`config.mk`:
```
export PLATFORM = sky130hd
export DESIGN_NAME = rv32i_operand_fetch
export DESIGN_NICKNAME = d
export VERILOG_FILES = /design/src/rtl/rv32i_operand_fetch.sv
export SDC_FILE = /design/constraint.sdc
export NUM_CORES = 1
export LEC_CHECK = 0
export ABC_AREA = 1
export CORE_UTILIZATION = 49
export CTS_CLUSTER_SIZE = 16
export DETAILED_ROUTE_END_ITERATION = 6
export PLACE_DENSITY = 0.95
export SLEW_MARGIN = 0
export SYNTH_ARGS = -nofsm -noshare
export SYNTH_HDL_FRONTEND = slang
export SYNTH_SLANG_ARGS = --single-unit
```
`constraint.sdc`:
```
create_clock -name i_clk -period 3.1 [get_ports i_clk]
set_input_delay 0.775 -clock i_clk [delete_from_list [all_inputs] [get_ports i_clk]]
set_output_delay 0.775 -clock i_clk [all_outputs]
set_load 0.01 [all_outputs]
```
`src/rtl/rv32i_operand_fetch.sv`:
```
// rv32i_operand_fetch
//   Operand-fetch sequencer between the decoder and execute. A decoded
//   instruction is accepted in IDLE. Each required source register is read
//   from a 16-bit-wide register file as two half-word beats (low, then high),
//   reassembled into 32 bits, patched by in-flight writebacks, and presented
//   to execute.
//
// Handshake (both sides): a transfer happens on a rising edge where valid and
//   ready are both high. o_valid holds, with its data, until i_ready. ready
//   never depends on valid.
//
// Ports
//   i_clk, i_rst            clock; synchronous active-high reset
//   i_valid / o_ready       decoder handshake (o_ready only in IDLE, low in reset)
//   i_instr                 instruction word, captured on accept
//   i_rs1_addr, i_rs2_addr  source register indices
//   i_rs1_use, i_rs2_use    operand-required flags
//   o_rf_rd_en/addr/hi      half-word read request (hi=0 -> [15:0], hi=1 -> [31:16])
//   i_rf_rd_data            read data, returned exactly one cycle after a request
//   i_wb_en/addr/data       writeback committing this cycle (forwarding source)
//   o_valid / i_ready       execute handshake
//   o_instr                 captured instruction
//   o_rs1_data, o_rs2_data  assembled operands
//   o_dbg_state             current FSM state (debug visibility)

module rv32i_operand_fetch (
   input  logic        i_clk,
   input  logic        i_rst,
   input  logic        i_valid,
   output logic        o_ready,
   input  logic [31:0] i_instr,
   input  logic [4:0]  i_rs1_addr,
   input  logic [4:0]  i_rs2_addr,
   input  logic        i_rs1_use,
   input  logic        i_rs2_use,
   output logic        o_rf_rd_en,
   output logic [4:0]  o_rf_rd_addr,
   output logic        o_rf_rd_hi,
   input  logic [15:0] i_rf_rd_data,
   input  logic        i_wb_en,
   input  logic [4:0]  i_wb_addr,
   input  logic [31:0] i_wb_data,
   output logic        o_valid,
   input  logic        i_ready,
   output logic [31:0] o_instr,
   output logic [31:0] o_rs1_data,
   output logic [31:0] o_rs2_data,
   output logic [2:0]  o_dbg_state
);

   typedef enum logic [2:0] {
      S_IDLE  = 3'd0,
      S_R1L   = 3'd1,
      S_R1H   = 3'd2,
      S_R2L   = 3'd3,
      S_R2H   = 3'd4,
      S_CAPT  = 3'd5,
      S_VALID = 3'd6
   } state_t;

   state_t     state;
   logic [4:0] rs1_addr_q, rs2_addr_q;
   logic       rs1_fetch_q, rs2_fetch_q;   // operand is actually read (used and not x0)
   logic       fwd1_q, fwd2_q;             // sticky: writeback already supplied all 32 bits
   logic       cap_en_q;                   // read data arrives this cycle
   logic       cap_op2_q;                  // ... and belongs to operand 2
   logic       cap_hi_q;                   // ... and is the upper half

   logic acc_fetch1, acc_fetch2;
   logic wb_hit1, wb_hit2;
   logic cap1, cap2;

   assign acc_fetch1 = i_rs1_use && (i_rs1_addr != 5'd0);
   assign acc_fetch2 = i_rs2_use && (i_rs2_addr != 5'd0);

   // Forwarding window spans every non-IDLE state, including the handshake
   // cycle in VALID. The fetch flag already excludes x0.
   assign wb_hit1 = (state != S_IDLE) && rs1_fetch_q && i_wb_en && (i_wb_addr == rs1_addr_q);
   assign wb_hit2 = (state != S_IDLE) && rs2_fetch_q && i_wb_en && (i_wb_addr == rs2_addr_q);

   // Once forwarded, the BRAM copy is stale and must not overwrite it.
   assign cap1 = cap_en_q && !cap_op2_q && !fwd1_q;
   assign cap2 = cap_en_q &&  cap_op2_q && !fwd2_q;

   assign o_ready     = (state == S_IDLE) && !i_rst;
   assign o_dbg_state = state;

   always_ff @(posedge i_clk) begin
      if (i_rst) begin
         state        <= S_IDLE;
         o_valid      <= 1'b0;
         o_rf_rd_en   <= 1'b0;
         o_rf_rd_addr <= 5'd0;
         o_rf_rd_hi   <= 1'b0;
         o_instr      <= 32'd0;
         o_rs1_data   <= 32'd0;
         o_rs2_data   <= 32'd0;
         rs1_addr_q   <= 5'd0;
         rs2_addr_q   <= 5'd0;
         rs1_fetch_q  <= 1'b0;
         rs2_fetch_q  <= 1'b0;
         fwd1_q       <= 1'b0;
         fwd2_q       <= 1'b0;
         cap_en_q     <= 1'b0;
         cap_op2_q    <= 1'b0;
         cap_hi_q     <= 1'b0;
      end else begin
         // Remember what the outstanding request was so the returning beat
         // lands in the right half of the right operand.
         cap_en_q  <= o_rf_rd_en;
         cap_op2_q <= (state == S_R2L) || (state == S_R2H);
         cap_hi_q  <= o_rf_rd_hi;

         case (state)
            S_IDLE: begin
               o_valid <= 1'b0;
               if (i_valid) begin
                  o_instr     <= i_instr;
                  rs1_addr_q  <= i_rs1_addr;
                  rs2_addr_q  <= i_rs2_addr;
                  rs1_fetch_q <= acc_fetch1;
                  rs2_fetch_q <= acc_fetch2;
                  o_rs1_data  <= 32'd0;
                  o_rs2_data  <= 32'd0;
                  fwd1_q      <= 1'b0;
                  fwd2_q      <= 1'b0;
                  if (acc_fetch1) begin
                     state        <= S_R1L;
                     o_rf_rd_en   <= 1'b1;
                     o_rf_rd_addr <= i_rs1_addr;
                     o_rf_rd_hi   <= 1'b0;
                  end else if (acc_fetch2) begin
                     state        <= S_R2L;
                     o_rf_rd_en   <= 1'b1;
                     o_rf_rd_addr <= i_rs2_addr;
                     o_rf_rd_hi   <= 1'b0;
                  end else begin
                     state   <= S_VALID;
                     o_valid <= 1'b1;
                  end
               end
            end
            S_R1L: begin
               state        <= S_R1H;
               o_rf_rd_en   <= 1'b1;
               o_rf_rd_addr <= rs1_addr_q;
               o_rf_rd_hi   <= 1'b1;
            end
            S_R1H: begin
               if (rs2_fetch_q) begin
                  state        <= S_R2L;
                  o_rf_rd_en   <= 1'b1;
                  o_rf_rd_addr <= rs2_addr_q;
                  o_rf_rd_hi   <= 1'b0;
               end else begin
                  state        <= S_CAPT;
                  o_rf_rd_en   <= 1'b0;
                  o_rf_rd_addr <= 5'd0;
                  o_rf_rd_hi   <= 1'b0;
               end
            end
            S_R2L: begin
               state        <= S_R2H;
               o_rf_rd_en   <= 1'b1;
               o_rf_rd_addr <= rs2_addr_q;
               o_rf_rd_hi   <= 1'b1;
            end
            S_R2H: begin
               state        <= S_CAPT;
               o_rf_rd_en   <= 1'b0;
               o_rf_rd_addr <= 5'd0;
               o_rf_rd_hi   <= 1'b0;
            end
            S_CAPT: begin
               // Waits for the last beat to land before presenting.
               state   <= S_VALID;
               o_valid <= 1'b1;
            end
            S_VALID: begin
               if (i_ready) begin
                  state   <= S_IDLE;
                  o_valid <= 1'b0;
               end
            end
            default: begin
               state      <= S_IDLE;
               o_valid    <= 1'b0;
               o_rf_rd_en <= 1'b0;
            end
         endcase

         // Operand updates. Hits are impossible in IDLE, so these never
         // collide with the clear on accept.
         if (wb_hit1) begin
            o_rs1_data <= i_wb_data;
            fwd1_q     <= 1'b1;
         end else if (cap1) begin
            if (cap_hi_q) o_rs1_data[31:16] <= i_rf_rd_data;
            else          o_rs1_data[15:0]  <= i_rf_rd_data;
         end

         if (wb_hit2) begin
            o_rs2_data <= i_wb_data;
            fwd2_q     <= 1'b1;
         end else if (cap2) begin
            if (cap_hi_q) o_rs2_data[31:16] <= i_rf_rd_data;
            else          o_rs2_data[15:0]  <= i_rf_rd_data;
         end
      end
   end

endmodule

```
# Word level (Yosys, flattened, before mapping)
# Cells that the tools add are included.
[op_classes] eq_ne=11 n_mux=41 n_bitwise=2 n_reduce_logical=40
[op_table] op="2-to-1 mux 32 bit" n=8
[op_table] op="2-to-1 mux 16 bit" n=4
[op_table] op="case mux 5 bit (5 select lines)" n=1
[op_table] op="case mux 3 bit (7 select lines)" n=1
[op_table] op="2-to-1 mux 5 bit" n=4
[op_table] op="2-to-1 mux 1 bit" n=15
[op_table] op="2-to-1 mux 3 bit" n=5
[op_table] op="nonzero test 5 bit" n=3
[op_table] op="logical AND 1 bit" n=13
[op_table] op="equality test 5 bit" n=2
[op_table] op="AND reduction 2 bit" n=5
[op_table] op="equality test 3 bit (second input constant)" n=3
[op_table] op="AND reduction 3 bit" n=3
[op_table] op="case mux 1 bit (4 select lines)" n=2
[op_table] op="nonzero test 2 bit" n=4
[op_table] op="equality test 3 x 2 -> 1 bit (second input constant)" n=2
[op_table] op="nonzero test 3 bit" n=2
[op_table] op="OR reduction 2 bit" n=3
[op_table] op="zero test 1 bit" n=4
[op_table] op="inequality test 2 bit (second input constant)" n=2
[op_table] op="OR reduction 4 bit" n=1
[op_table] op="equality test 3 x 1 -> 1 bit (second input constant)" n=1
[op_table] op="zero test 3 bit" n=1
[op_table] op="inequality test 3 bit (second input constant)" n=1
[op_table] op="3 further kinds" n=4
[word_totals] regBits=124 in_bits=102 out_inout_bits=108 elab_cells=111

# Logic depth before layout (Yosys ltp)
# Gate-level depths: netlist of run 1.
[logic_depth] ltp_word=6 ltp_mapped=10 mapped_depth_nobuf=9

# Least setup slack after synthesis of run 1
# No wires, ideal clock.
[synth_path] kind="input to output" startpoint="input port i_rst" endpoint="output port o_ready" arrival_ps=1146 t_required_ps=2325 slack_ps=1179 stages=2 n_path_buf=1 path_cell_list="clkbuf_1 nor2_1"
[synth_via] elab_chain_len=2
[synth_lines] element="start, declared" line_no="28" source="input logic i_rst,"
[synth_lines] element="zero test 1 bit" line_no="85" source="assign o_ready = (state == S_IDLE) && !i_rst;"
[synth_lines] element="logical AND 1 bit" line_no="85"
[synth_lines] element="end, declared" line_no="30" source="output logic o_ready,"
# Every way passes these cells.

# Worst setup path after layout of run 1
# Ends and elaborated chain as after synthesis.

==> flow_metrics.tcl, run 1 <==
set metrics [dict create \
    antenna_found_initial 0 \
    dp_hpwl_mm 13.0 \
    grt_pass1_wl_mm 29.9 \
    gr-total-overflow 0 \
    totalWireLength_mm 18.9 \
    syn_to_final_growth_pct 44.8 \
    root_buffer "clkbuf_16" \
    yosysWarnings 0 \
    drv_slew 0 \
    async_flop_share_pct 0 \
    cts_tree "built" \
    coreArea_mm2 0.0120 \
    detail-route-antenna-nets 0 \
    cts_buffer_depth 2 \
    htreeDepth 4 \
    syn-num-nets 1066 \
    ioPinCount 210 \
    peakVddDrop_uv 538 \
    diodes 0 \
    hold_violations 0 \
    num_rows 40 \
    drive_above_1_share_pct 4.13 \
    layout_commonest_cell "nor2_1" \
    cts_sinks 124 \
    start_util_pct 50.2 \
    setup_ws_ns 0.465 \
    ys_ff_latch 124 \
    drt_iter0_drc 729 \
    syn-mean-instance-area_um2 6.25 \
    fin_nets 1251 \
    period_needed_ns 2.64 \
    p_total_mw 5.80 \
    cp-start-kind "input pin" \
    path_depth 3 \
    timing.slew.headroom_pct 29.8 \
    port-buffer-count 209 \
    die_h_um 113 \
    finalCritPeriodShare_pct 85.0 \
    ctsResizeCount 0 \
    fp.dieW_um 113 \
    cts_buffers 17 \
    synth_area_mm2 0.00603 \
    first_pass_iters 6 \
    synthFlopType "dfxtp_1" \
    hold_depth 2 \
    slowest_stage "clkdlybuf4s50_1" \
    vias 6842 \
    netlist_instances 964 \
    drc 0 \
    gp_congestion 0.872 \
    hp-class "reg2reg" \
    p_leak_nw 3.73 \
    power.density_mw_per_mm2 665 \
    crit_required_ns 2.32 \
    cp.arrival_ns 1.86 \
    cpMostUsedCell "clkdlybuf4s50_1" \
    setup.worst_path.class "in2out" \
    status "completed" \
    synth_edf_count 0 \
    post-place-ws_ns 0.465 \
    wl_per_cell_um 14.4 \
    synthDistinctLibCells 23 \
    grt_max_degree 79 \
    ys_seq_area_share_pct 41.2 \
    crit_chain "clkdlybuf4s50_1 > nor2_1 > clkdlybuf4s50_1" \
    rsz0062_at_grt "false" \
    cp_top_family "buffers and inverters" \
    critical_path.max_fanout 2 \
    viasPerCell 5.23 \
    fmax_ghz 0.379 \
    grt_pass1_vias 6404 \
    final-setup-viol-count 0 \
    die-area_mm2 0.0128 \
    endpoint_kind "primary output" \
    cts_setup_buffers 0 \
    clk_latency_ns 0.42 \
    cp_num_buf_inv 2 \
    nFillCells 903 \
    tightest_slew_ns 1.05 \
    fin_setup_tns_ns 0 \
    reg2reg_depth 6 \
    grt.total_usage_pct 29.8 \
    skew_ns 0.00653 \
    crit_path_max_incr_delay_ns 0.54 \
    post-route-util_pct 72.7 \
    holdBufCountCts 0 \
    layout_common_cells "nor2_1, nand2_1, clkdlybuf4s50_1" \
    clkTransAtPathRegs_ns 0.05 \
    max_cap_viol_count 0 \
]
## worst min-delay path, stage by stage (launching register included)
cell	delay (ns)
dfxtp_1	0.31
inv_1	0.07
nor2_1	0.04
## final timing paths
kind / start / endpoint / slack (ns)
max: i_rst / o_ready / 0.46
min: o_rf_rd_en$_SDFFE_PP0P_ / cap_en_q$_SDFF_PP0_ / 0.46
max reg2reg: cap_op2_q$_SDFF_PP0_ / o_rs2_data[15]$_SDFF_PP0_ / 1.00
min reg2reg: o_rf_rd_en$_SDFFE_PP0P_ / cap_en_q$_SDFF_PP0_ / 0.46
## cells by family (layout without fill, tap and decap cells)
group | after synthesis | in the layout | share of synthesized area [%]
AND/OR/NAND/NOR | 557 | 557 | 36.8
AO/OA/AOI/OAI | 145 | 145 | 12.1
buffers and inverters | 136 | 334 | 9.65
flip-flops | 124 | 124 | 41.2
XOR/XNOR | 2 | 2 | 0.291
## cells in the mapped netlist (2+ instances only)
library cell  instances  area, um2
a21oi_1              58        290
buf_1                 8       30.0
buf_2                15       75.1
buf_4                 4       30.0
buf_6                 5       56.3
clkbuf_1             21       78.8
dfxtp_1             124       2480
inv_1                80        300
inv_2                 3       11.3
nand2_1             232        871
nand3_1              49        245
nand3b_1              5       37.5
nand4_1               3       18.8
nor2_1              260        976
nor3_1                3       15.0
o21ai_0              86        430
xnor2_1               2       17.5
## sequential cells by signal (all words and copies together), names as in the netlist
name,flops
o_valid,1
rs2_addr_q,5
fwd1_q,1
rs2_fetch_q,1
o_rf_rd_hi,1
rs1_fetch_q,1
cap_en_q,1
cap_hi_q,1
o_rs1_data,32
o_rs2_data,32
rs1_addr_q,5
o_rf_rd_en,1
o_dbg_state,3
fwd2_q,1
o_instr,32
o_rf_rd_addr,5
cap_op2_q,1
## per-layer routing
metal / routed length (um) / global-route usage [%]
met1: 7290 / 33.2
met2: 9150 / 51.1
met3: 1760 / 9.43
met4: 676 / 15.5
met5: 0 / 0
## layout make-up
class / count / area, um2 / area share (%)
Sequential cell: 124 / 2480 / 28.4
Multi-Input combinational cell: 704 / 2970 / 34.0
Inverter: 83 / 313 / 3.58
Tap cell: 147 / 184 / 2.11
Timing Repair Buffer: 219 / 2220 / 25.4
Clock inverter: 5 / 30.0 / 0.344
Clock buffer: 27 / 533 / 6.11
## per-stage QoR
step / area (um2) / hold WS, ns / instances
after detailed placement: 8170 / 0.448 / 1277
final: 8730 / 0.459 / 1309
after global placement: 8170 / 0.455 / 1277
after floorplan: 6030 / 0.455 / 964
after global routing: 8730 / 0.483 / 1309
after CTS: 8730 / 0.461 / 1309
## power by group
part / total, mW / switching [mW] / internal, mW / leakage (nW)
clock network: 1.86 / 0.693 / 1.17 / 0.275
registers: 2.05 / 0.177 / 1.87 / 1.01
logic: 1.89 / 1.06 / 0.831 / 2.45
No activity file was read; power rests on OpenSTA's default activity.
==> run 2, diff against run 1 <==
- RECOVER_POWER: not set -> 100
- REMOVE_ABC_BUFFERS: not set -> 1
==> run 2 against run 1 <==
Against the previous run:
- clock power is 18% higher
- power increased by 4.1%
- fmax decreased by 6.3%
- first-iteration DRC count decreased by 16%
- flip-flop and latch count did not move
- wire length increased by 0.94%
==> flow_metrics.tcl, run 2 (same netlist as run 1, synthesis figures left out) <==
set metrics [dict create \
    ioPinCount 210 \
    rsz0062_at_grt "false" \
    grt.total_usage_pct 30.5 \
    grt_max_degree 75 \
    intPower_mw 4.07 \
    rrSetupSlack_ns 0.95 \
    htreeDepth 4 \
    first_pass_iters 7 \
    antenna_found_initial 0 \
    swShare_pct 32.6 \
    timing.slew.headroom_pct 38.0 \
    cp-start-kind "input pin" \
    vias 6889 \
    min_to "cap_hi_q$_SDFF_PP0_" \
    pwr-share-seq_pct 33.8 \
    detail-route-antenna-nets 0 \
    cts_sinks 124 \
    cp.arrival_ns 2.04 \
    clk_latency_ns 0.43 \
    p_total_mw 6.04 \
    rr_startpoint "o_dbg_state[2]$_SDFFE_PP0P_" \
    syn_to_final_growth_pct 45.9 \
    hp-class "reg2reg" \
    root_buffer "clkbuf_16" \
    viasPerCell 5.26 \
    gr-total-overflow 0 \
    crit_chain "dlygate4sd3_1 > nor2_1 > dlygate4sd3_1" \
    min_from "o_rf_rd_hi$_SDFFE_PP0P_" \
    max_cap_viol_count 0 \
    gp_congestion 0.936 \
    wl_per_cell_um 14.5 \
    critical_path.max_fanout 2 \
    cts_tree "built" \
    layout_common_cells "nor2_1, nand2_1, dfxtp_1" \
    power.density_mw_per_mm2 687 \
    final-setup-viol-count 0 \
    status "completed" \
    power.switching_mw 1.97 \
    clkPwrFrac_pct 36.4 \
    start_util_pct 50.2 \
    drc 0 \
    totalWireLength_mm 19.0 \
    fp.dieW_um 113 \
    die_h_um 113 \
    period_needed_ns 2.81 \
    finalCritPeriodShare_pct 90.7 \
    coreArea_mm2 0.0120 \
    fmax_ghz 0.356 \
    reg2reg_depth 9 \
    diodes 0 \
    skew_ns 0.00876 \
    cts_setup_buffers 0 \
    hold_violations 0 \
    drv_slew 0 \
    fin_nets 1252 \
    pwr-share-comb_pct 29.8 \
    dp_hpwl_mm 12.5 \
    peakVddDrop_uv 546 \
    hold_depth 2 \
    cpMostUsedCell "dlygate4sd3_1" \
    slowest_stage "dlygate4sd3_1" \
    r2r-end "o_rs2_data[6]$_SDFF_PP0_" \
    endpoint_kind "primary output" \
    num_rows 40 \
    layoutNonFillerInstCount 1310 \
    clkTransAtPathRegs_ns 0.05 \
    layout_commonest_cell "nor2_1" \
    cts_buffer_depth 2 \
    p_leak_nw 4.09 \
    crit_required_ns 2.32 \
    drt_iter0_drc 610 \
    grt_pass1_wl_mm 30.7 \
    grt_pass1_vias 6635 \
    holdBufCountCts 0 \
    dpl.cell_count 1278 \
    crit_path_max_incr_delay_ns 0.60 \
    cp_top_family "buffers and inverters" \
    ctsResizeCount 0 \
    drive_above_1_share_pct 3.96 \
    setup.worst_path.class "in2out" \
    top_regs "o_instr (32), o_rs1_data (32), o_rs2_data (32)" \
    port-buffer-count 209 \
    die-area_mm2 0.0128 \
    fin_setup_tns_ns 0 \
    cp_num_buf_inv 2 \
    cts_buffers 17 \
    tightest_slew_ns 0.929 \
]
[run 2: cell count changes in the layout (fill, tap and decap cells not counted), sizes merged]
cell / delta
buf: -1
clkbuf: -4
clkinv: +1
bufinv: +5
clkdlybuf4s50: -111
dlygate4sd3: +111
[run 2: worst reg2reg max path, cell delays in order (launching register included)]
cell and delay (ns):
dfxtp_1 0.47, inv_2 0.13, nand2_4 0.14, nor2_1 0.08, clkinvlp_2 0.09, buf_4 0.59
nand2_1 0.23, a21oi_1 0.21, nor2_1 0.06, nor2_1 0.10
[run 2: worst max path at each step]
stage / to / slack [ns] / startpoint / cells after the start
after global routing: o_ready / 0.26 / i_rst / 3
after detailed placement: o_ready / 0.47 / i_rst / 3
after global placement: o_ready / 0.49 / i_rst / 3
final: o_ready / 0.29 / i_rst / 3
after floorplan: o_rs2_data[0]$_SDFF_PP0_ / -1.49 / i_wb_en / 7
after CTS: o_ready / 0.47 / i_rst / 3
[run 2: layout make-up]
cell class                 count  area, um2
clock buffer                  21        460
clock inverter                11        190
fill                         921       3210
inverter                      83        313
multi-input combinational    704       2960
sequential                   124       2480
tap                          147        184
timing repair buffer         220       2210
[run 2: metal layers]
| metal | vias up | wire length (um) | global-route usage [%] |
|---|---|---|---|
| met1 | 3118 | 6970 | 32.8 |
| met3 | 52 | 1930 | 10.1 |
| met2 | 350 | 9590 | 54.7 |
| met4 | 0 | 565 | 13.0 |
| met5 | - | 0 | 0 |
| li1 | 3369 | - | - |
[run 2: power groups by stage]
| stage | Sequential (mW) | Clock [mW] | Combinational, mW |
|---|---|---|---|
| after floorplan | 2.15 | 0 | 0.863 |
| after global placement | 2.06 | 0 | 1.80 |
| after detailed placement | 2.07 | 0 | 1.85 |
| after CTS | 2.05 | 2.22 | 1.88 |
| after global routing | 2.07 | 2.29 | 1.99 |
| final | 2.04 | 2.20 | 1.80 |
[run 2: per-stage QoR]
stage	hold WS (ns)	util, %	setup slack (ns)	area [um2]
2_1_floorplan	0.459	-	-1.49	5760
3_3_place_gp	0.427	67.9	0.495	8160
3_5_place_dp	0.434	67.9	0.475	8160
4_1_cts	0.444	73.4	0.473	8810
5_1_grt	0.464	73.3	0.257	8800
6_report	0.437	73.3	0.289	8800
